File: src/rtl/wb_pkg.sv
// Shared definitions for the register-file writeback arbiter.
//   - Default widths for writeback data, register address and conflict counter.
//   - gnt_t names the last requester that was granted.
//   - Reset constants for the output stage and the round-robin pointer.
package wb_pkg;

  localparam int unsigned DATA_W_DEF = 16;
  localparam int unsigned REG_AW_DEF = 3;
  localparam int unsigned CNT_W_DEF  = 8;

  typedef enum logic {
    GNT_A = 1'b0,
    GNT_M = 1'b1
  } gnt_t;

  // M is "last granted" out of reset so that A wins the first tie.
  localparam gnt_t LAST_GNT_RST  = GNT_M;
  localparam logic RST_REG_WRITE = 1'b0;

endpackage

File: src/rtl/rr_arb2.sv
// Two-input round-robin arbiter with a registered last-grant pointer.
// Ports:
//   clk      in   system clock
//   rst_n    in   synchronous active-low reset
//   req      in   [0] = ALU requester, [1] = load requester
//   en       in   grants allowed this cycle (low during stall or reset)
//   gnt      out  one-hot grant, combinational from req/en/last_gnt
//   last_gnt out  requester granted on the most recent transfer
module rr_arb2
  import wb_pkg::*;
(
  input  logic       clk,
  input  logic       rst_n,
  input  logic [1:0] req,
  input  logic       en,
  output logic [1:0] gnt,
  output gnt_t       last_gnt
);

  gnt_t last_gnt_q, last_gnt_d;

  always_comb begin
    gnt = 2'b00;
    if (en) begin
      unique case (req)
        2'b01:   gnt = 2'b01;
        2'b10:   gnt = 2'b10;
        // Tie goes to whoever did not win last time.
        2'b11:   gnt = (last_gnt_q == GNT_M) ? 2'b01 : 2'b10;
        default: gnt = 2'b00;
      endcase
    end
  end

  // Pointer moves only when a grant turns into a transfer; a grant here always does.
  always_comb begin
    last_gnt_d = last_gnt_q;
    if (gnt[0]) begin
      last_gnt_d = GNT_A;
    end else if (gnt[1]) begin
      last_gnt_d = GNT_M;
    end
  end

  always_ff @(posedge clk) begin
    if (!rst_n) begin
      last_gnt_q <= LAST_GNT_RST;
    end else begin
      last_gnt_q <= last_gnt_d;
    end
  end

  assign last_gnt = last_gnt_q;

endmodule

File: src/rtl/rf_wb_arbiter.sv
// Writeback arbiter sharing the single register-file write port between the ALU (A)
// and memory-load (M) requesters. One write per cycle, round-robin on ties, one cycle
// of latency through a registered output stage.
// Ports:
//   clk, rst_n                    clock, synchronous active-low reset
//   a_valid/a_reg/a_data/a_ready  ALU writeback handshake
//   m_valid/m_reg/m_data/m_ready  load writeback handshake
//   stall                         blocks all grants while high
//   write_reg/write_data/reg_write  register-file write port
//   pend_mask                     one-hot of write_reg while reg_write is high
//   conflict_cnt                  saturating count of contended, unstalled cycles
// Build option: define WB_R0_DISCARD_EN to accept writes to register 0 but suppress
// them at the write port, making R0 behave as hard-wired.
module rf_wb_arbiter
  import wb_pkg::*;
#(
  parameter int unsigned DATA_W = DATA_W_DEF,
  parameter int unsigned REG_AW = REG_AW_DEF,
  parameter int unsigned CNT_W  = CNT_W_DEF
) (
  input  logic                     clk,
  input  logic                     rst_n,
  input  logic                     a_valid,
  input  logic [REG_AW-1:0]        a_reg,
  input  logic [DATA_W-1:0]        a_data,
  output logic                     a_ready,
  input  logic                     m_valid,
  input  logic [REG_AW-1:0]        m_reg,
  input  logic [DATA_W-1:0]        m_data,
  output logic                     m_ready,
  input  logic                     stall,
  output logic [REG_AW-1:0]        write_reg,
  output logic [DATA_W-1:0]        write_data,
  output logic                     reg_write,
  output logic [(1<<REG_AW)-1:0]   pend_mask,
  output logic [CNT_W-1:0]         conflict_cnt
);

  logic [1:0]        gnt;
  gnt_t              last_gnt;
  logic              transfer;
  logic [REG_AW-1:0] sel_reg;
  logic [DATA_W-1:0] sel_data;

  logic              reg_write_q, reg_write_d;
  logic [REG_AW-1:0] write_reg_q, write_reg_d;
  logic [DATA_W-1:0] write_data_q, write_data_d;
  logic [CNT_W-1:0]  cnt_q, cnt_d;

  // Reset is folded into the enable so ready stays low while rst_n is low.
  rr_arb2 u_rr_arb2 (
    .clk      (clk),
    .rst_n    (rst_n),
    .req      ({m_valid, a_valid}),
    .en       (rst_n && !stall),
    .gnt      (gnt),
    .last_gnt (last_gnt)
  );

  assign a_ready  = gnt[0];
  assign m_ready  = gnt[1];
  assign transfer = a_ready || m_ready;

  always_comb begin
    sel_reg  = m_ready ? m_reg  : a_reg;
    sel_data = m_ready ? m_data : a_data;
  end

  always_comb begin
    reg_write_d  = transfer;
    write_reg_d  = write_reg_q;
    write_data_d = write_data_q;
    if (transfer) begin
      write_reg_d  = sel_reg;
      write_data_d = sel_data;
    end
`ifdef WB_R0_DISCARD_EN
    // Accepted and pointer-advancing, but never reaches the register file.
    if (transfer && (sel_reg == '0)) begin
      reg_write_d = 1'b0;
    end
`endif
  end

  always_comb begin
    cnt_d = cnt_q;
    if (a_valid && m_valid && !stall && (cnt_q != '1)) begin
      cnt_d = cnt_q + CNT_W'(1);
    end
  end

  always_ff @(posedge clk) begin
    if (!rst_n) begin
      reg_write_q  <= RST_REG_WRITE;
      write_reg_q  <= '0;
      write_data_q <= '0;
      cnt_q        <= '0;
    end else begin
      reg_write_q  <= reg_write_d;
      write_reg_q  <= write_reg_d;
      write_data_q <= write_data_d;
      cnt_q        <= cnt_d;
    end
  end

  always_comb begin
    pend_mask = '0;
    if (reg_write_q) begin
      pend_mask[write_reg_q] = 1'b1;
    end
  end

  assign reg_write    = reg_write_q;
  assign write_reg    = write_reg_q;
  assign write_data   = write_data_q;
  assign conflict_cnt = cnt_q;

  a_ready_onehot: assert property (@(posedge clk) !(a_ready && m_ready));
  a_ptr_tracks:   assert property (@(posedge clk) a_ready |=> (last_gnt == GNT_A));
  m_ptr_tracks:   assert property (@(posedge clk) m_ready |=> (last_gnt == GNT_M));

endmodule

File: config.mk
export PLATFORM = sky130hd
export DESIGN_NAME = rf_wb_arbiter
export DESIGN_NICKNAME = d
export VERILOG_FILES = /design/src/rtl/wb_pkg.sv /design/src/rtl/rr_arb2.sv /design/src/rtl/rf_wb_arbiter.sv
export SDC_FILE = /design/constraint.sdc
export NUM_CORES = 1
export LEC_CHECK = 0
export ABC_AREA = 1
export CORE_ASPECT_RATIO = 1.25
export CORE_UTILIZATION = 36
export DETAILED_ROUTE_END_ITERATION = 10
export PLACE_DENSITY_LB_ADDON = 0.12
export SLEW_MARGIN = 10
export SYNTH_ARGS = -nofsm -noshare
export SYNTH_HDL_FRONTEND = slang
export SYNTH_SLANG_ARGS = --single-unit
File: constraint.sdc
create_clock -name clk -period 1.2 [get_ports clk]
set_clock_uncertainty 0.05 [all_clocks]
set_input_delay 0.24 -clock clk [delete_from_list [all_inputs] [get_ports clk]]
set_output_delay 0.24 -clock clk [all_outputs]
set_load 0.005 [all_outputs]
==> results by group <==
STA
  • Slew margin rel.: 0.7821
  • Setup WS post-layout: -0.1841 ns
  • Actual slew at the worst max-slew pin: 0.3268 ns
  • Final number of setup-violating endpoints: 31
  • RSZ-0062 raised after global routing: true
  • Max Slew Vio Count: 0
  • Final Hold Vio Count: 0
  • Setup TNS Final: -1.729 ns
  • Peak Freq: 722.5 MHz
  • Final period utilization: 1.153
  • WHS: 0.2817 ns
  • Fin crit period: 1.384 ns

Pwr
  • Pwr dens: 731.2 mW/mm²
  • Peak VDD IR: 0.0005992 V
  • Leakage: 1.697 nW

Logic synthesis
  • Xor/xnor share of the synthesized area: 0.005490
  • Dominant cell type by area after synthesis: dfxtp_1
  • Post-synthesis adder-cell area fraction: 0.007843
  • Register bit count reported by yosys: 29
  • Yosys warning total: 0
  • Mapped cell area: 0.001595 mm²
  • Mux share of post-synthesis cell area: 0
  • Simple-gate portion of the synthesized area: 0.3875
  • Sequential element share of the synthesized area: 0.3639
  • Area share of the leading cell type in the synthesized netlist: 0.3639
  • Synth Net Count: 311
  • Synth Area in Compound Gates: 0.07765
  • Mean area per synthesized cell: 5.975 µm²
  • Syn Inst Count: 267
  • Count of cell types in the netlist: 18
  • Synth area leaders: dfxtp_1 36%, nand2_1 21%, inv_1 12%
  • Largest family of logic cells by synthesized area: simple AND/OR/NAND/NOR gates

Finish
  • Fill count: 312
  • Layout Utilization: 0.7894
  • Final Non-Filler Cells: 449
  • Syn-to-layout area delta: 106.0%
  • Final net count: 436
  • Max reg flops: 16
  • Commonest non-fill, non-tap cell in the layout: nand2_1
  • Most frequent cells in the layout: 59 x nand2_1, 47 x inv_1, 38 x clkdlybuf4s50_1, 31 x buf_4, 23 x dlygate4sd2_1
  • Layout cells sized above 1: 0.4173
  • Antenna cell count: 0

Drt
  • Iter 0 DRT Violations: 82
  • Final WL: 5.517 mm
  • DR vias/cell: 4.673
  • Top layer in use: met4
  • Wire length per cell: 12.29 µm
  • # DRC: 0
  • Pre-antenna DRT Iters: 4
  • WL met3: 291 µm
  • DR WL met2: 3.111 mm
  • Final ANT Viol Nets: 0
  • M1 wire length: 2.002 mm
  • DR vias: 2,098

Outcome
  • Status: complete, but fails checks
  • Failing checks: negative setup slack

Global route
  • Initial antenna violation count: 0
  • Vias in the first global route: 1,794
  • Largest net degree at the start of global routing: 25
  • Total global routing track utilization: 0.2115
  • First-pass GRT wire length: 7.493 mm
  • Remaining Overflow, GRT: 0

Clocking
  • CTS tree: yes
  • Clock Path Buffers: 2
  • Worst-path clk slew: 0.06 ns
  • CTS Buf Count: 5
  • Hold buffer count at cts: 0
  • Skew-Pair Late Insertion Delay: 0.28 ns
  • Clock Root Buffer: clkbuf_8
  • Clock sink count: 29
  • Htree depth: 2

Placed design
  • IO Port Bufs: 80
  • Placed insts: 423
  • GP Congestion: 0.8049
  • DP HPWL: 3.301 mm

Hold path
  • HP Class: primary input to flip-flop

Floorplan
  • Die X-Extent: 61.54 µm
  • Initial Utilization: 0.3831
  • Die Span Y: 76.43 µm
  • Die area: 0.004703 mm²
  • Core Footprint: 0.004164 mm²
  • I/O pin cnt: 81
  • Core Rows: 26

Worst setup path
  • CP Max Fanout: 3
  • Flop-to-flop setup slack: -0.07 ns
  • WS Path Type: flip-flop to primary output
  • CP Launch Type: flip-flop
  • Worst EP arrival: 1.09 ns
  • Worst endpoint required time: 0.91 ns
  • Worst Setup End Kind: primary output

Job
  • Max_cap viols: 0
==> cells in the mapped netlist <==
cell type  count
nand3b_1       1
dfxtp_1       29
clkbuf_1       4
xor2_1         1
nand2_1       89
a21oi_1       23
buf_2          6
inv_1         51
nor2_1        21
o21ai_2        1
ha_1           1
nand3_1       28
inv_2          2
nand2_2        1
nand4_1        4
nor3_1         3
nor2_4         1
buf_4          1
==> per-stage QoR <==
step | worst slack, ns | power (mW) | instance area [µm²]
floorplan | -0.03525 | 1.204 | 1623
global placement | -0.6537 | 1.493 | 2699
detailed placement | -0.6800 | 1.499 | 2699
CTS | -0.1664 | 2.338 | 2932
global route | -0.2275 | 2.526 | 3287
finish | -0.1841 | 2.403 | 3287
==> report_power, final <==
part / switching [mW] / internal [mW] / leakage (nW)
clock network: 0.361 / 0.467 / 0.0455
logic: 0.252 / 0.305 / 1.41
registers: 0.0224 / 0.997 / 0.242
==> path summary, 6_finish.rpt <==
| kind | start | endpoint | depth (start not counted) |
|---|---|---|---|
| setup / recovery | write_reg[2]$_SDFFE_PN0P_ | pend_mask[0] | 5 |
| hold / removal | rst_n | u_rr_arb2.last_gnt$_SDFFE_PN1P_ | 3 |
| setup reg to reg | u_rr_arb2.last_gnt$_SDFFE_PN1P_ | write_data[0]$_SDFFE_PN0P_ | 8 |
| hold reg to reg | write_data[8]$_SDFFE_PN0P_ | write_data[8]$_SDFFE_PN0P_ | 2 |
==> logic make-up after synthesis <==
group	after synthesis
and+or+nand+nor	148
buffers and inverters	64
DFF	29
AOI/OAI and AO/OA	24
xor gates and xnor gates	1
adders and majority gates	1
==> what timing repair did <==
action                                 4_1_cts  5_1_grt
gates cloned                                 0        3
pin swaps                                   20       42
endpoints found under the hold margin        0        0
setup endpoints to repair                   66       41
buffers inserted                            13        4
resized for setup                          139       76
==> area by class of cell <==
cell class / count / area (µm²) / area share
timing repair buffer: 129 / 1194 / 0.3632
multi-input combinational: 174 / 1125 / 0.3422
sequential: 29 / 604.3 / 0.1839
inverter: 53 / 203.9 / 0.06205
clock buffer: 8 / 90.09 / 0.02741
tap: 56 / 70.07 / 0.02132
==> critical path: stages (launching register included) <==
cell	delay [ns]
dfxtp_4	0.36
buf_6	0.12
inv_4	0.06
nand2_4	0.05
nor2_2	0.10
buf_2	0.13
==> layer usage <==
layer | GRT usage | up-vias
met5 | 0 | -
met4 | 0.08222 | 0
met3 | 0.07301 | 12
met2 | 0.3742 | 63
met1 | 0.2165 | 963
li1 | - | 1060
Note: power is estimated with default switching activity, not from simulation.
